===== src/rtl/seg7_pkg.sv =====
// seg7_pkg: shared definitions for the 7-segment display path.
//   - Active-low segment patterns SEG_0..SEG_F and SEG_BLANK, ordered abcdefg
//     with segment a in bit 6 and segment g in bit 0.
//   - Bit-position constants for the individual segments.
//   - Scan reader FSM state type.
//   - seg7_encode(): nibble -> pattern. The decoder is the exact inverse of this
//     encoder, so both read the same constant table.
package seg7_pkg;

  localparam int SEG_W     = 7;
  localparam int SEG_A_BIT = 6;
  localparam int SEG_B_BIT = 5;
  localparam int SEG_C_BIT = 4;
  localparam int SEG_D_BIT = 3;
  localparam int SEG_E_BIT = 2;
  localparam int SEG_F_BIT = 1;
  localparam int SEG_G_BIT = 0;

  // Active-low: a 0 bit lights the segment.
  localparam logic [SEG_W-1:0] SEG_0     = 7'b0000001;
  localparam logic [SEG_W-1:0] SEG_1     = 7'b1001111;
  localparam logic [SEG_W-1:0] SEG_2     = 7'b0010010;
  localparam logic [SEG_W-1:0] SEG_3     = 7'b0000110;
  localparam logic [SEG_W-1:0] SEG_4     = 7'b1001100;
  localparam logic [SEG_W-1:0] SEG_5     = 7'b0100100;
  localparam logic [SEG_W-1:0] SEG_6     = 7'b0100000;
  localparam logic [SEG_W-1:0] SEG_7     = 7'b0001111;
  localparam logic [SEG_W-1:0] SEG_8     = 7'b0000000;
  localparam logic [SEG_W-1:0] SEG_9     = 7'b0000100;
  localparam logic [SEG_W-1:0] SEG_A     = 7'b0001000;
  localparam logic [SEG_W-1:0] SEG_B     = 7'b1100000;
  localparam logic [SEG_W-1:0] SEG_C     = 7'b0110001;
  localparam logic [SEG_W-1:0] SEG_D     = 7'b1000010;
  localparam logic [SEG_W-1:0] SEG_E     = 7'b0110000;
  localparam logic [SEG_W-1:0] SEG_F     = 7'b0111000;
  localparam logic [SEG_W-1:0] SEG_BLANK = 7'b1111111;

  typedef enum logic [1:0] {
    ST_IDLE,
    ST_SETTLE,
    ST_CAPTURED
  } scan_state_e;

  function automatic logic [SEG_W-1:0] seg7_encode(input logic [3:0] nib);
    logic [SEG_W-1:0] pat;
    case (nib)
      4'h0: pat = SEG_0;
      4'h1: pat = SEG_1;
      4'h2: pat = SEG_2;
      4'h3: pat = SEG_3;
      4'h4: pat = SEG_4;
      4'h5: pat = SEG_5;
      4'h6: pat = SEG_6;
      4'h7: pat = SEG_7;
      4'h8: pat = SEG_8;
      4'h9: pat = SEG_9;
      4'hA: pat = SEG_A;
      4'hB: pat = SEG_B;
      4'hC: pat = SEG_C;
      4'hD: pat = SEG_D;
      4'hE: pat = SEG_E;
      default: pat = SEG_F;
    endcase
    return pat;
  endfunction

endpackage


===== src/rtl/seg7_pattern_decode.sv =====
// seg7_pattern_decode: combinational active-low abcdefg pattern -> hex nibble.
//   i_seg    [6:0] active-low segment pattern (bit6 = a ... bit0 = g)
//   o_hit          1 when the pattern is one of the sixteen hex glyphs
//   o_nibble [3:0] decoded value; 0 when o_hit is 0
module seg7_pattern_decode
  import seg7_pkg::*;
(
  input  logic [SEG_W-1:0] i_seg,
  output logic             o_hit,
  output logic [3:0]       o_nibble
);

  always_comb begin
    // NOTE: every output gets a default before the case so no path leaves it unassigned (no latch).
    o_hit    = 1'b1;
    o_nibble = 4'h0;
    case (i_seg)
      SEG_0:   o_nibble = 4'h0;
      SEG_1:   o_nibble = 4'h1;
      SEG_2:   o_nibble = 4'h2;
      SEG_3:   o_nibble = 4'h3;
      SEG_4:   o_nibble = 4'h4;
      SEG_5:   o_nibble = 4'h5;
      SEG_6:   o_nibble = 4'h6;
      SEG_7:   o_nibble = 4'h7;
      SEG_8:   o_nibble = 4'h8;
      SEG_9:   o_nibble = 4'h9;
      SEG_A:   o_nibble = 4'hA;
      SEG_B:   o_nibble = 4'hB;
      SEG_C:   o_nibble = 4'hC;
      SEG_D:   o_nibble = 4'hD;
      SEG_E:   o_nibble = 4'hE;
      SEG_F:   o_nibble = 4'hF;
      default: o_hit    = 1'b0;
    endcase
  end

endmodule


===== src/rtl/seg7_scan_reader.sv =====
// seg7_scan_reader: recovers the hex word shown on a scanned 7-segment display.
//   i_clk, i_rst_n      clock (rising edge), async active-low reset
//   i_seg   [6:0]       active-low segment bus, bit6 = a ... bit0 = g
//   i_dig_n [DIGITS-1:0] active-low digit strobes, bit0 = least-significant digit
//   o_value [4*DIGITS-1:0] last completed frame, digit i at [4i+3:4i]
//   o_valid             one-cycle pulse when o_value/o_err update
//   o_err               last frame held at least one unrecognized pattern
// A digit is captured once its {seg, dig} pair has been seen unchanged for
// STABLE_CYC synchronized samples; a frame is published once every digit
// position has been captured at least once.
module seg7_scan_reader
  import seg7_pkg::*;
#(
  parameter int DIGITS     = 4,
  parameter int STABLE_CYC = 4
) (
  input  logic                  i_clk,
  input  logic                  i_rst_n,
  input  logic [SEG_W-1:0]      i_seg,
  input  logic [DIGITS-1:0]     i_dig_n,
  output logic [4*DIGITS-1:0]   o_value,
  output logic                  o_valid,
  output logic                  o_err
);

  localparam int               CNT_W   = $clog2(STABLE_CYC + 1);
  localparam logic [CNT_W-1:0] CNT_MAX = CNT_W'(STABLE_CYC);
  localparam logic [CNT_W-1:0] CNT_ONE = CNT_W'(1);

  logic [SEG_W-1:0]    r_seg_s1, r_seg_s2;
  logic [DIGITS-1:0]   r_dig_s1, r_dig_s2;
  logic [SEG_W-1:0]    r_lat_seg;
  logic [DIGITS-1:0]   r_lat_dig;
  logic [CNT_W-1:0]    r_cnt;
  scan_state_e         r_state;
  logic [DIGITS-1:0]   r_mask;
  logic [4*DIGITS-1:0] r_frame;
  logic                r_ferr;

  logic [DIGITS-1:0]   w_sel;
  logic                w_strobe_ok;
  logic                w_pair_same;
  logic [CNT_W-1:0]    w_cnt_next;
  logic                w_capture;
  logic                w_hit;
  logic [3:0]          w_nibble;
  logic                w_frame_full;
  logic [DIGITS-1:0]   w_mask_base;
  logic                w_ferr_base;

  // Two-flop synchronizer; reset to all ones = blank display, no digit selected.
  always_ff @(posedge i_clk or negedge i_rst_n) begin
    if (!i_rst_n) begin
      r_seg_s1 <= '1;
      r_seg_s2 <= '1;
      r_dig_s1 <= '1;
      r_dig_s2 <= '1;
    end else begin
      // NOTE: non-blocking assignments so s2 takes the old s1, giving two real flop stages.
      r_seg_s1 <= i_seg;
      r_seg_s2 <= r_seg_s1;
      r_dig_s1 <= i_dig_n;
      r_dig_s2 <= r_dig_s1;
    end
  end

  // Exactly one strobe low: nonzero and a power of two after inversion.
  assign w_sel       = ~r_dig_s2;
  assign w_strobe_ok = (w_sel != '0) && ((w_sel & (w_sel - DIGITS'(1))) == '0);
  assign w_pair_same = (r_seg_s2 == r_lat_seg) && (r_dig_s2 == r_lat_dig);
  assign w_cnt_next  = (r_cnt == CNT_MAX) ? r_cnt : r_cnt + CNT_ONE;
  // Capture fires on the edge that records the STABLE_CYC-th identical sample.
  assign w_capture   = (r_state == ST_SETTLE) && w_pair_same && (w_cnt_next == CNT_MAX);

  always_ff @(posedge i_clk or negedge i_rst_n) begin
    if (!i_rst_n) begin
      r_state   <= ST_IDLE;
      r_cnt     <= '0;
      r_lat_seg <= '1;
      r_lat_dig <= '1;
    end else begin
      case (r_state)
        ST_IDLE: begin
          if (w_strobe_ok) begin
            r_state   <= ST_SETTLE;
            r_cnt     <= CNT_ONE;
            r_lat_seg <= r_seg_s2;
            r_lat_dig <= r_dig_s2;
          end
        end
        ST_SETTLE, ST_CAPTURED: begin
          if (w_pair_same) begin
            // CAPTURED simply holds: an unchanged pair is never captured twice.
            if (r_state == ST_SETTLE) begin
              r_cnt <= w_cnt_next;
              if (w_capture) r_state <= ST_CAPTURED;
            end
          end else if (w_strobe_ok) begin
            r_state   <= ST_SETTLE;
            r_cnt     <= CNT_ONE;
            r_lat_seg <= r_seg_s2;
            r_lat_dig <= r_dig_s2;
          end else begin
            r_state <= ST_IDLE;
            r_cnt   <= '0;
          end
        end
        default: begin
          r_state <= ST_IDLE;
          r_cnt   <= '0;
        end
      endcase
    end
  end

  seg7_pattern_decode u_decode (
    .i_seg    (r_lat_seg),
    .o_hit    (w_hit),
    .o_nibble (w_nibble)
  );

  // Publishing a full frame clears mask/error in the same edge; a capture on
  // that edge is folded into the cleared state so it starts the next frame.
  assign w_frame_full = &r_mask;
  assign w_mask_base  = w_frame_full ? '0 : r_mask;
  assign w_ferr_base  = w_frame_full ? 1'b0 : r_ferr;

  always_ff @(posedge i_clk or negedge i_rst_n) begin
    if (!i_rst_n) begin
      r_mask  <= '0;
      r_ferr  <= 1'b0;
      r_frame <= '0;
      o_value <= '0;
      o_err   <= 1'b0;
      o_valid <= 1'b0;
    end else begin
      o_valid <= w_frame_full;
      if (w_frame_full) begin
        o_value <= r_frame;
        o_err   <= r_ferr;
      end
      if (w_capture) begin
        r_mask <= w_mask_base | ~r_lat_dig;
        r_ferr <= w_ferr_base | ~w_hit;
        for (int i = 0; i < DIGITS; i++) begin
          if (!r_lat_dig[i]) r_frame[4*i +: 4] <= w_nibble;
        end
      end else begin
        r_mask <= w_mask_base;
        r_ferr <= w_ferr_base;
      end
    end
  end

endmodule


===== config.mk =====
export PLATFORM = sky130hd
export DESIGN_NAME = seg7_scan_reader
export DESIGN_NICKNAME = d
export VERILOG_FILES = /design/src/rtl/seg7_pkg.sv /design/src/rtl/seg7_pattern_decode.sv /design/src/rtl/seg7_scan_reader.sv
export SDC_FILE = /design/constraint.sdc
export NUM_CORES = 1
export LEC_CHECK = 0
export BUFFER_PORTS_ARGS = -buffer_cell sky130_fd_sc_hd__buf_2
export CAP_MARGIN = 20
export CORE_ASPECT_RATIO = 0.9
export CORE_MARGIN = 2
export CORE_UTILIZATION = 59
export CTS_CLUSTER_DIAMETER = 60
export DETAILED_ROUTE_END_ITERATION = 6
export PLACE_DENSITY_LB_ADDON = 0.05
export SLEW_MARGIN = 20
export SYNTH_ARGS = -nofsm -noshare
export SYNTH_HDL_FRONTEND = slang
export SYNTH_SLANG_ARGS = --single-unit

===== constraint.sdc =====
create_clock -name i_clk -period 2.7 [get_ports i_clk]
set_input_delay 0.54 -clock i_clk [delete_from_list [all_inputs] [get_ports i_clk]]
set_output_delay 0.54 -clock i_clk [all_outputs]
set_load 0.005 [all_outputs]

# Yosys cells after proc, flatten, opt, wreduce, memory -nomap -nowiden
# Cells that the tools add are included.
[totals]
reg_bits = 77
in_bits = 13
wordCells = 97
[op_classes]
add_sub_neg = 2
n_eq_ne = 25
mux = 24
bitwise_logic = 10
n_reduce_logical = 19
[op_table]
columns = ["cell", "count"]
rows = [
  ["$pmux W4 S15", 1],
  ["$eq A7 B6 Y1 const B", 5],
  ["$eq A7 B7 Y1 const B", 4],
  ["$mux W4", 4],
  ["$reduce_or A16 Y1", 1],
  ["$eq A7 B3 Y1 const B", 2],
  ["$eq A7 B4 Y1 const B", 2],
  ["$mux W7", 2],
  ["$pmux W7 S2", 1],
  ["$mux W3", 4],
  ["$reduce_and A2 Y1", 6],
  ["$mux W2", 4],
  ["$not A4 Y4", 2],
  ["$pmux W4 S2", 1],
  ["$eq A7 B1 Y1 const B", 1],
  ["$eq A7 B5 Y1 const B", 1],
  ["$eq A7 B7 Y1", 1],
  ["$logic_not A7 Y1", 1],
  ["$eq A3 B3 Y1 const B", 2],
  ["$ne A3 B3 Y1 const B", 2],
  ["$pmux W3 S2", 1],
  ["$mux W1", 5],
  ["$not A1 Y1", 5],
  ["$and A4 B4 Y4", 1],
  ["17 further kinds", 21],
]

# Longest topological paths before layout
# Gate-level depths: netlist of the first run.
[logic_depth]
word_depth = 8
ltp_mapped = 8
ltp_nobuf = 8

# By module
# A second synthesis of the first run with hierarchy kept.
[unflattened]
cells_unflattened = 294
hier_area_um2 = 3437.0
[by_module_without_submodules]
columns = ["mod", "n_inst", "cells_per_inst", "area_each_um2", "seq_area_each_um2"]
rows = [
  ["seg7_scan_reader", 1, 241, 3079.2, 1968.1],
  ["seg7_pattern_decode", 1, 53, 357.8, 0.0],
]

# Worst setup path before layout of the first run
# OpenSTA, ideal clock, no wires.
[synth_path]
path_kind = "flip-flop to flip-flop"
startpoint = "register r_cnt[0]"
endpoint = "register r_frame[0]"
arrival_ns = 1.981
t_required_ns = 2.575
slack_ns = 0.595
stages_incl_launch_ff = 9
path_buffers = 0
period_less_slack_ns = 2.105
cell_sequence = "dfrtp_1 > inv_1 > ha_1 > nor3b_2 > nor3_1 > nor4b_2 > nand2_4 > nor2_4 > mux2_2"
[synth_via]
elab_chain_len = 5
elab_cells_between_ends = 6
cone_classes = "add/sub (1); eq/ne (2); mux (1); reduce/logical (2)"
[synth_rtl]
columns = ["item", "line", "text"]
rows = [
  ["from (decl)", "seg7_scan_reader.sv:34", "logic [CNT_W-1:0] r_cnt;"],
  ["from (signal assigned)", "seg7_scan_reader.sv:95", "r_cnt <= w_cnt_next;"],
  ["$add A3 B1 Y3 or $eq A3 B3 Y1 (tied branches)", "seg7_scan_reader.sv:71", "assign w_cnt_next = (r_cnt == CNT_MAX) ? r_cnt : r_cnt + CNT_ONE;"],
  ["$mux W3 *", "seg7_scan_reader.sv:71", ""],
  ["$eq A3 B3 Y1 *", "seg7_scan_reader.sv:73", "assign w_capture = (r_state == ST_SETTLE) && w_pair_same && (w_cnt_next == CNT_MAX);"],
  ["$logic_and A1 B1 Y1 *", "seg7_scan_reader.sv:73", ""],
  ["$reduce_and A2 Y1 (no line) *", "--", ""],
  ["to (signal, indexed assignment)", "seg7_scan_reader.sv:146", "if (!r_lat_dig[i]) r_frame[4*i +: 4] <= w_nibble;"],
  ["to (decl)", "seg7_scan_reader.sv:37", "logic [4*DIGITS-1:0] r_frame;"],
]
# Mark *: on every way between the ends. The rest lies on a longest branch, timed or not.
# A chain may end at the register's enable or synchronous reset.

# Worst setup path in the final report of the first run
[layout_path]
startpoint = "register r_lat_seg[1]"
endpoint = "register r_frame[14]"
[layout_via]
elab_chain_len = 5
elab_cells_between_ends = 21
cone_classes = "eq/ne (15); mux (1); reduce/logical (5)"
[layout_rtl]
columns = ["item", "line", "text"]
rows = [
  ["from (decl)", "seg7_scan_reader.sv:32", "logic [SEG_W-1:0] r_lat_seg;"],
  ["from (signal assigned)", "seg7_scan_reader.sv:87", "r_lat_seg <= r_seg_s2;"],
  ["from (signal assigned)", "seg7_scan_reader.sv:101", "r_lat_seg <= r_seg_s2;"],
  ["$eq A7 B7 Y1", "seg7_scan_reader.sv:70", "assign w_pair_same = (r_seg_s2 == r_lat_seg) && (r_dig_s2 == r_lat_dig);"],
  ["$logic_and A1 B1 Y1", "seg7_scan_reader.sv:70", ""],
  ["$logic_and A1 B1 Y1 (2 in a row)", "seg7_scan_reader.sv:73", ""],
  ["$reduce_and A2 Y1 (no line)", "--", ""],
]
# Parallel ways exist; a longest one is shown, timed or not.

==> impl_results.md, run 1 <==
- Worst r2r dst: r_frame[14]
- FF-to-FF Start: r_lat_seg[1]
- Seq pwr share: 0.477
- Num rows: 26
- Hold_buf cts: 0
- Final min period: 2.27 ns
- Clk slew on worst S/H paths: 0.08 ns
- Num CTS Buffers: 9
- Largest area contributor in the netlist: dfrtp_1
- DP Worst Slack: 0.473 ns
- Drt total wl: 5940 um
- Count leader, synth: nand2_1
- Area growth syn-to-layout: 12.9%
- Setup crit start kind: flop
- Min-Delay Endpoint: r_seg_s1[2]
- Switching Share: 0.315
- Post-Synth Adder-Cell Area: 0.0183
- Syn avg cell area: 11.8 um2
- Vias in the first global route: 2199
- Status: completed
- Insertion delay to the later sink of the worst-skew pair: 0.35 ns
- Via count: 2156
- Mux contribution to synthesized area: 0.106
- Via density: 5.42
- Number of synthesized flops with an enable pin: 0
- Die Width: 84.2 um
- TritonCTS clock tree: done
- MaxCap Viol Count: 0
- Die Y: 76.2 um
- Internal power: 2.32 mW
- Nets@finish: 341
- Xor/xnor share of the synthesized area: 0.0359
- Pre-antenna DRT Iters: 4
- Post-CTS setup buffer count: 0
- Worst path max stage delay: 0.65 ns
- Dominant combinational cell family by area after synthesis: simple AND/OR/NAND/NOR gates
- Flop-to-flop setup slack: 0.43 ns
- DRC: 0
- Post-Synth Simple-Gate Area: 0.165
- Hold Startpoint: i_seg[2]
- Syn Std Cell Area: 0.00342 mm2
- Syn_nets: 308
- Worst Tran Pin Value: 0.913 ns
- CP max FO: 12
- Clk pwr share: 0.300
- Power Total: 3.38 mW
- Worst Hold Depth: 1
- Largest net degree at the start of global routing: 78
- Worst hold slack: 0.282 ns
- Family with the most delay on the worst path: simple AND/OR/NAND/NOR gates
- Top_reg_cell synth: dfrtp_1
- Post-synth cell types: 47
- Metal1 wirelength: 2920 um
- CP Data Required Time: 2.99 ns
- Clk sinks: 77
- RSZ-0062 raised after global routing: no
- I/O Pins: 31
- Met2 wire length: 2700 um
- WL per Instance: 14.9 um
- Slowest CP cell: dfstp_2
- Yosys reg bits: 77
- Final period util: 0.841
- Logic pwr share: 0.223
- Worst Path Buf+Inv: 0
- R2R depth: 6
- Core area: 0.00563 mm2
- Fmax: 440 MHz
- Die area: 0.00642 mm2
- List of most frequent post-synthesis cells: 63 x nand2_1, 44 x dfrtp_1, 33 x dfstp_2
- # setup viols final: 0
- Fin worst setup slack: 0.430 ns
- DR iter-0 viols: 54
- Ordered list of cells on the worst path: nor2b_1, or3b_1, a21oi_1, a21oi_1, o22ai_1, mux2_2
- WL met3: 249 um
- Clk_skew: 0.0109 ns
- Top Layer Used: met4
- Gpl congestion: 0.866
- Antenna Nets Post-Route: 0
- Layout cell share with drive strength beyond 1: 0.363
- CP most frequent cell: a21oi_1
- Ranking of synthesized cells by area: dfrtp_1 32%, dfstp_2 25%, nand2_1 6.9%, mux2_2 5.3%, mux2_4 4.4%
- Synth top area share: 0.322
- Leak pwr: 1.90 nW
- # diodes: 0
- Pwr Density: 876 mW/mm2
- Starting Density: 0.607
- Syn. warnings: 0
- CP Capture Type: flop
- WP data arrival: 2.56 ns
- Peak VDD IR: 588 uV
- Psw: 1.06 mW
- Synth Area in Compound Gates: 0.0718
- HP Class: input pin to flop
- Ys async rst share: 1.00
- Clock buffer depth: 2
- Overall Global Routing Usage: 0.213
- Relative slew slack: 0.391
- CTS Root Cell: clkbuf_8
- CTS H-tree depth: 3
- Cells after Synth: 290
- Final hold vios: 0
- Post-DP HPWL: 3990 um
- Initial antenna violation count: 0
- Fin Setup TNS: 0 ns
- Final count of pins violating max slew: 0
- GRT overflow: 0
- First-pass GRT wire length: 10600 um
- Sequential cell area fraction in the yosys report: 0.576
- Crit Path Class: flop to flop
- I/O Buffers: 30
- Post-CTS Resized: 0
layer usage:
| metal | global-route usage | vias up |
|---|---|---|
| met5 | 0 | - |
| met4 | 0.0581 | 0 |
| met3 | 0.0683 | 8 |
| met2 | 0.328 | 56 |
| met1 | 0.294 | 1041 |
| li1 | - | 1051 |
registers in the layout, summed over array words and instances, names as in the netlist:
register,flops
r_dig_s1,4
r_seg_s1,7
r_dig_s2,4
r_state,2
r_ferr,1
r_frame,16
r_lat_dig,4
r_seg_s2,7
o_value,16
o_err,1
o_valid,1
r_lat_seg,7
r_mask,4
r_cnt,3
placed cells by master (no fill, tap or decap), drive strengths merged, types with 3 or more instances in the layout:
cell / instances
nand3: 4
dfrtp: 44
nor2b: 4
nor2: 14
nor3: 6
buf: 33
a21o: 4
nand2b: 4
dfstp: 33
o21ai: 7
nand4: 3
ha: 5
inv: 6
clkbuf: 13
mux2: 28
nand2: 64
and3: 3
xor2: 13
a21oi: 12
power groups by stage:
stage | Clock, mW | Combinational, mW | Sequential, mW
after floorplan | 0 | 0.759 | 1.45
after global placement | 0 | 0.730 | 1.62
after detailed placement | 0 | 0.745 | 1.62
after CTS | 1.05 | 0.750 | 1.61
after global routing | 1.09 | 0.837 | 1.64
final | 1.01 | 0.754 | 1.61
final cells by class:
cell class              count  area [um2]
well taps                  70        87.6
clock buffers              13         203
fillers                   437        1770
clock inverters             3        43.8
inverters                   6        22.5
flip-flops and latches     77        1970
multi-input cells         196        1360
repair buffers             33         175
cell families after synthesis:
family / Yosys count
fa+ha+maj: 5
xor+xnor: 14
simple gates: 111
buf+inv: 17
flops: 77
mux: 29
compound gates: 37
through the flow:
stage / cell area [um2] / utilization / instances
floorplan: 3420 / - / 290
global placement: 3610 / 0.642 / 382
detailed placement: 3610 / 0.642 / 382
CTS: 3860 / 0.685 / 398
global route: 3860 / 0.685 / 398
finish: 3860 / 0.685 / 398
worst register-to-register path, delay by kind of cell (launching register included):
| family | cells | cell delay, ns |
|---|---|---|
| compound gates | 3 | 0.63 |
| mux | 1 | 0.25 |
| simple gates | 2 | 0.69 |
| flops | 1 | 0.65 |
how the worst max path moves through the flow:
stage / start / to / cells after the start
after global routing: r_cnt[0] / r_frame[13] / 9
after CTS: r_lat_seg[4] / r_lat_seg[6] / 6
after floorplan: r_cnt[0] / r_frame[0] / 8
after detailed placement: r_lat_seg[4] / r_lat_seg[6] / 6
final: r_lat_seg[1] / r_frame[14] / 6
after global placement: r_lat_seg[4] / r_lat_dig[3] / 6
Power figures use the tool's default switching activity.
==> run 2: changes to the inputs <==
==> constraint.sdc (replaced) <==
create_clock -name i_clk -period 2.1 [get_ports i_clk]
set_input_delay 0.42 -clock i_clk [delete_from_list [all_inputs] [get_ports i_clk]]
set_output_delay 0.42 -clock i_clk [all_outputs]
set_load 0.005 [all_outputs]
==> run 2 against run 1 <==
Non-clock buffer count grew 33. Combinational power up 100%. Maximum frequency increased by 9.8%. Clock power grew 7%. Sequential power increased by 16%. Largest power group unchanged.
==> impl_results.md, run 2 (synthesis gave the netlist of run 1 again) <==
- Initial antenna violation count: 0 (unchanged)
- Worst r2r dst: r_frame[13] (was r_frame[14])
- Status: completed (unchanged)
- Largest net degree at the start of global routing: 43 (was 78)
- Nets@finish: 374 (was 341)
- Core area: 0.00563 mm2 (unchanged)
- Num rows: 26 (unchanged)
- Via density: 5.39 (was 5.42)
- Drt total wl: 6330 um (was 5940 um)
- Peak VDD IR: 788 uV (was 588 uV)
- Cell area after placement: 0.00386 mm2 (was 0.00361 mm2)
- Gpl congestion: 0.784 (was 0.866)
- Insertion delay to the later sink of the worst-skew pair: 0.34 ns (was 0.35 ns)
- Num CTS Buffers: 9 (unchanged)
- # diodes: 0 (unchanged)
- FF-to-FF Start: r_seg_s2[4] (was r_lat_seg[1])
- I/O Buffers: 30 (unchanged)
- Seq. cell area: 0.00197 mm2 (unchanged)
- Clk_skew: 0.00780 ns (was 0.0109 ns)
- Final count of pins violating max slew: 0 (unchanged)
- DRC: 0 (unchanged)
- WL per Instance: 14.7 um (was 14.9 um)
- Switching Share: 0.323 (was 0.315)
- CP Capture Type: flop (unchanged)
- Relative slew slack: 0.637 (was 0.391)
- Post-DP HPWL: 4290 um (was 3990 um)
- GRT overflow: 0 (unchanged)
- Fillers: 383 (was 437)
- HP Class: input pin to async pin (was input pin to flop)
- Via count: 2321 (was 2156)
- WP data arrival: 2.29 ns (was 2.56 ns)
- Seq pwr share: 0.414 (was 0.477)
- Clk pwr share: 0.242 (was 0.300)
- Pre-antenna DRT Iters: 4 (unchanged)
- Top flop regs: o_value (16), r_frame (16) (unchanged)
- Antenna Nets Post-Route: 0 (unchanged)
- TritonCTS clock tree: done (unchanged)
- CP max FO: 5 (was 12)
- Worst hold slack: 0.0184 ns (was 0.282 ns)
- Commonest non-fill, non-tap cells in the layout: 63 x nand2_1, 44 x dfrtp_1, 35 x buf_4 (was 63 x nand2_1, 44 x dfrtp_1, 33 x dfstp_2)
- Die Y: 76.2 um (unchanged)
- Final hold vios: 0 (unchanged)
- Flop-to-flop setup slack: 0.03 ns (was 0.43 ns)
- Internal power: 3.04 mW (was 2.32 mW)
- I/O Pins: 31 (unchanged)
- Die Width: 84.2 um (unchanged)
- Crit Path Class: flop to flop (unchanged)
- Logic pwr share: 0.344 (was 0.223)
- Clk slew on worst S/H paths: 0.08 ns (about the same)
- Vias in the first global route: 2324 (was 2199)
- Starting Density: 0.607 (unchanged)
- Clk sinks: 77 (unchanged)
- Worst Tran Pin Value: 0.541 ns (was 0.913 ns)
- MaxCap Viol Count: 0 (unchanged)
- R2R depth: 7 (was 6)
- Final min period: 2.07 ns (was 2.27 ns)
- Pwr Density: 1080 mW/mm2 (was 876 mW/mm2)
- Setup crit start kind: flop (unchanged)
- CP Data Required Time: 2.32 ns (was 2.99 ns)
- Psw: 1.45 mW (was 1.06 mW)
- Commonest non-fill, non-tap cell in the layout: nand2_1 (unchanged)
- Overall Global Routing Usage: 0.214 (was 0.213)
- Die area: 0.00642 mm2 (unchanged)
- Clock buffer depth: 2 (unchanged)
- First-pass GRT wire length: 10800 um (was 10600 um)
- Final period util: 0.985 (was 0.841)
- Area growth syn-to-layout: 21.5% (was 12.9%)
- Multi-input logic area: 0.00143 mm2 (was 0.00136 mm2)
- Fmax: 484 MHz (was 440 MHz)
- DR iter-0 viols: 126 (was 54)
- Layout cell share with drive strength beyond 1: 0.435 (was 0.363)
- CTS Root Cell: clkbuf_8 (unchanged)
- CTS H-tree depth: 3 (unchanged)
- Finished layout cell area: 0.00415 mm2 (was 0.00386 mm2)
- RSZ-0062 raised after global routing: yes (was no)
- # setup viols final: 0 (unchanged)
- Leak pwr: 2.04 nW (was 1.90 nW)
[run 2: critical path, cell delays in order, from the launching register on]
cell and delay [ns]:
dfstp_2 0.56, xor2_1 0.08, nor4_2 0.27, buf_4 0.15, and3_4 0.24, nand2_8 0.09
nor2_4 0.24, mux2_4 0.33
[run 2: worst max path at each step]
stage,start,depth (start not counted),end,slack (ns)
final,r_seg_s2[4],7,r_frame[13],0.03
after floorplan,r_cnt[0],7,r_frame[0],-0.002
after global placement,r_cnt[0],8,r_frame[15],0.02
after global routing,r_cnt[0],8,r_frame[10],-0.08
after CTS,r_cnt[0],8,r_frame[9],0.002
after detailed placement,r_cnt[0],8,r_frame[4],0.03
[run 2: repair_timing]
| action | 4_1_cts | 5_1_grt |
|---|---|---|
| hold buffers | 0 | 0 |
| setup buffers | 0 | 4 |
| resized for setup | 0 | 18 |
| setup endpoints to repair | 0 | 17 |
[run 2: area by class of cell]
| class | count | share of cell area |
|---|---|---|
| repair buffers | 66 | 0.108 |
| inverters | 6 | 0.00543 |
| clock inverters | 3 | 0.00573 |
| multi-input cells | 196 | 0.344 |
| flip-flops and latches | 77 | 0.474 |
| well taps | 70 | 0.0211 |
| clock buffers | 13 | 0.0410 |
[run 2: power groups by stage]
stage	registers [mW]	clock network (mW)	logic, mW
after floorplan	1.87	0	0.978
after global placement	1.87	0	1.47
after detailed placement	1.88	0	1.50
after CTS	1.86	1.11	1.51
after global routing	1.87	1.16	1.68
final	1.86	1.08	1.54
[run 2: routing by layer]
layer	wire length, um	vias up	share of wire	global-route usage
met2	2980	54	0.47	0.340
met3	243	12	0.038	0.0639
met4	114	0	0.018	0.0677
li1	-	1121	-	-
met1	3000	1134	0.47	0.286
met5	0	-	0	0
[run 2: stage by stage]
stage | setup WS [ns] | setup TNS (ns) | util | power [mW] | instances
floorplan | -0.00233 | -0.00700 | - | 2.85 | 290
global placement | 0.0224 | 0 | 0.685 | 3.35 | 411
global route | -0.0833 | -0.897 | 0.737 | 4.72 | 431
detailed placement | 0.0278 | 0 | 0.685 | 3.37 | 411
finish | 0.0319 | 0 | 0.737 | 4.48 | 431
CTS | 0.00248 | 0 | 0.720 | 4.48 | 427
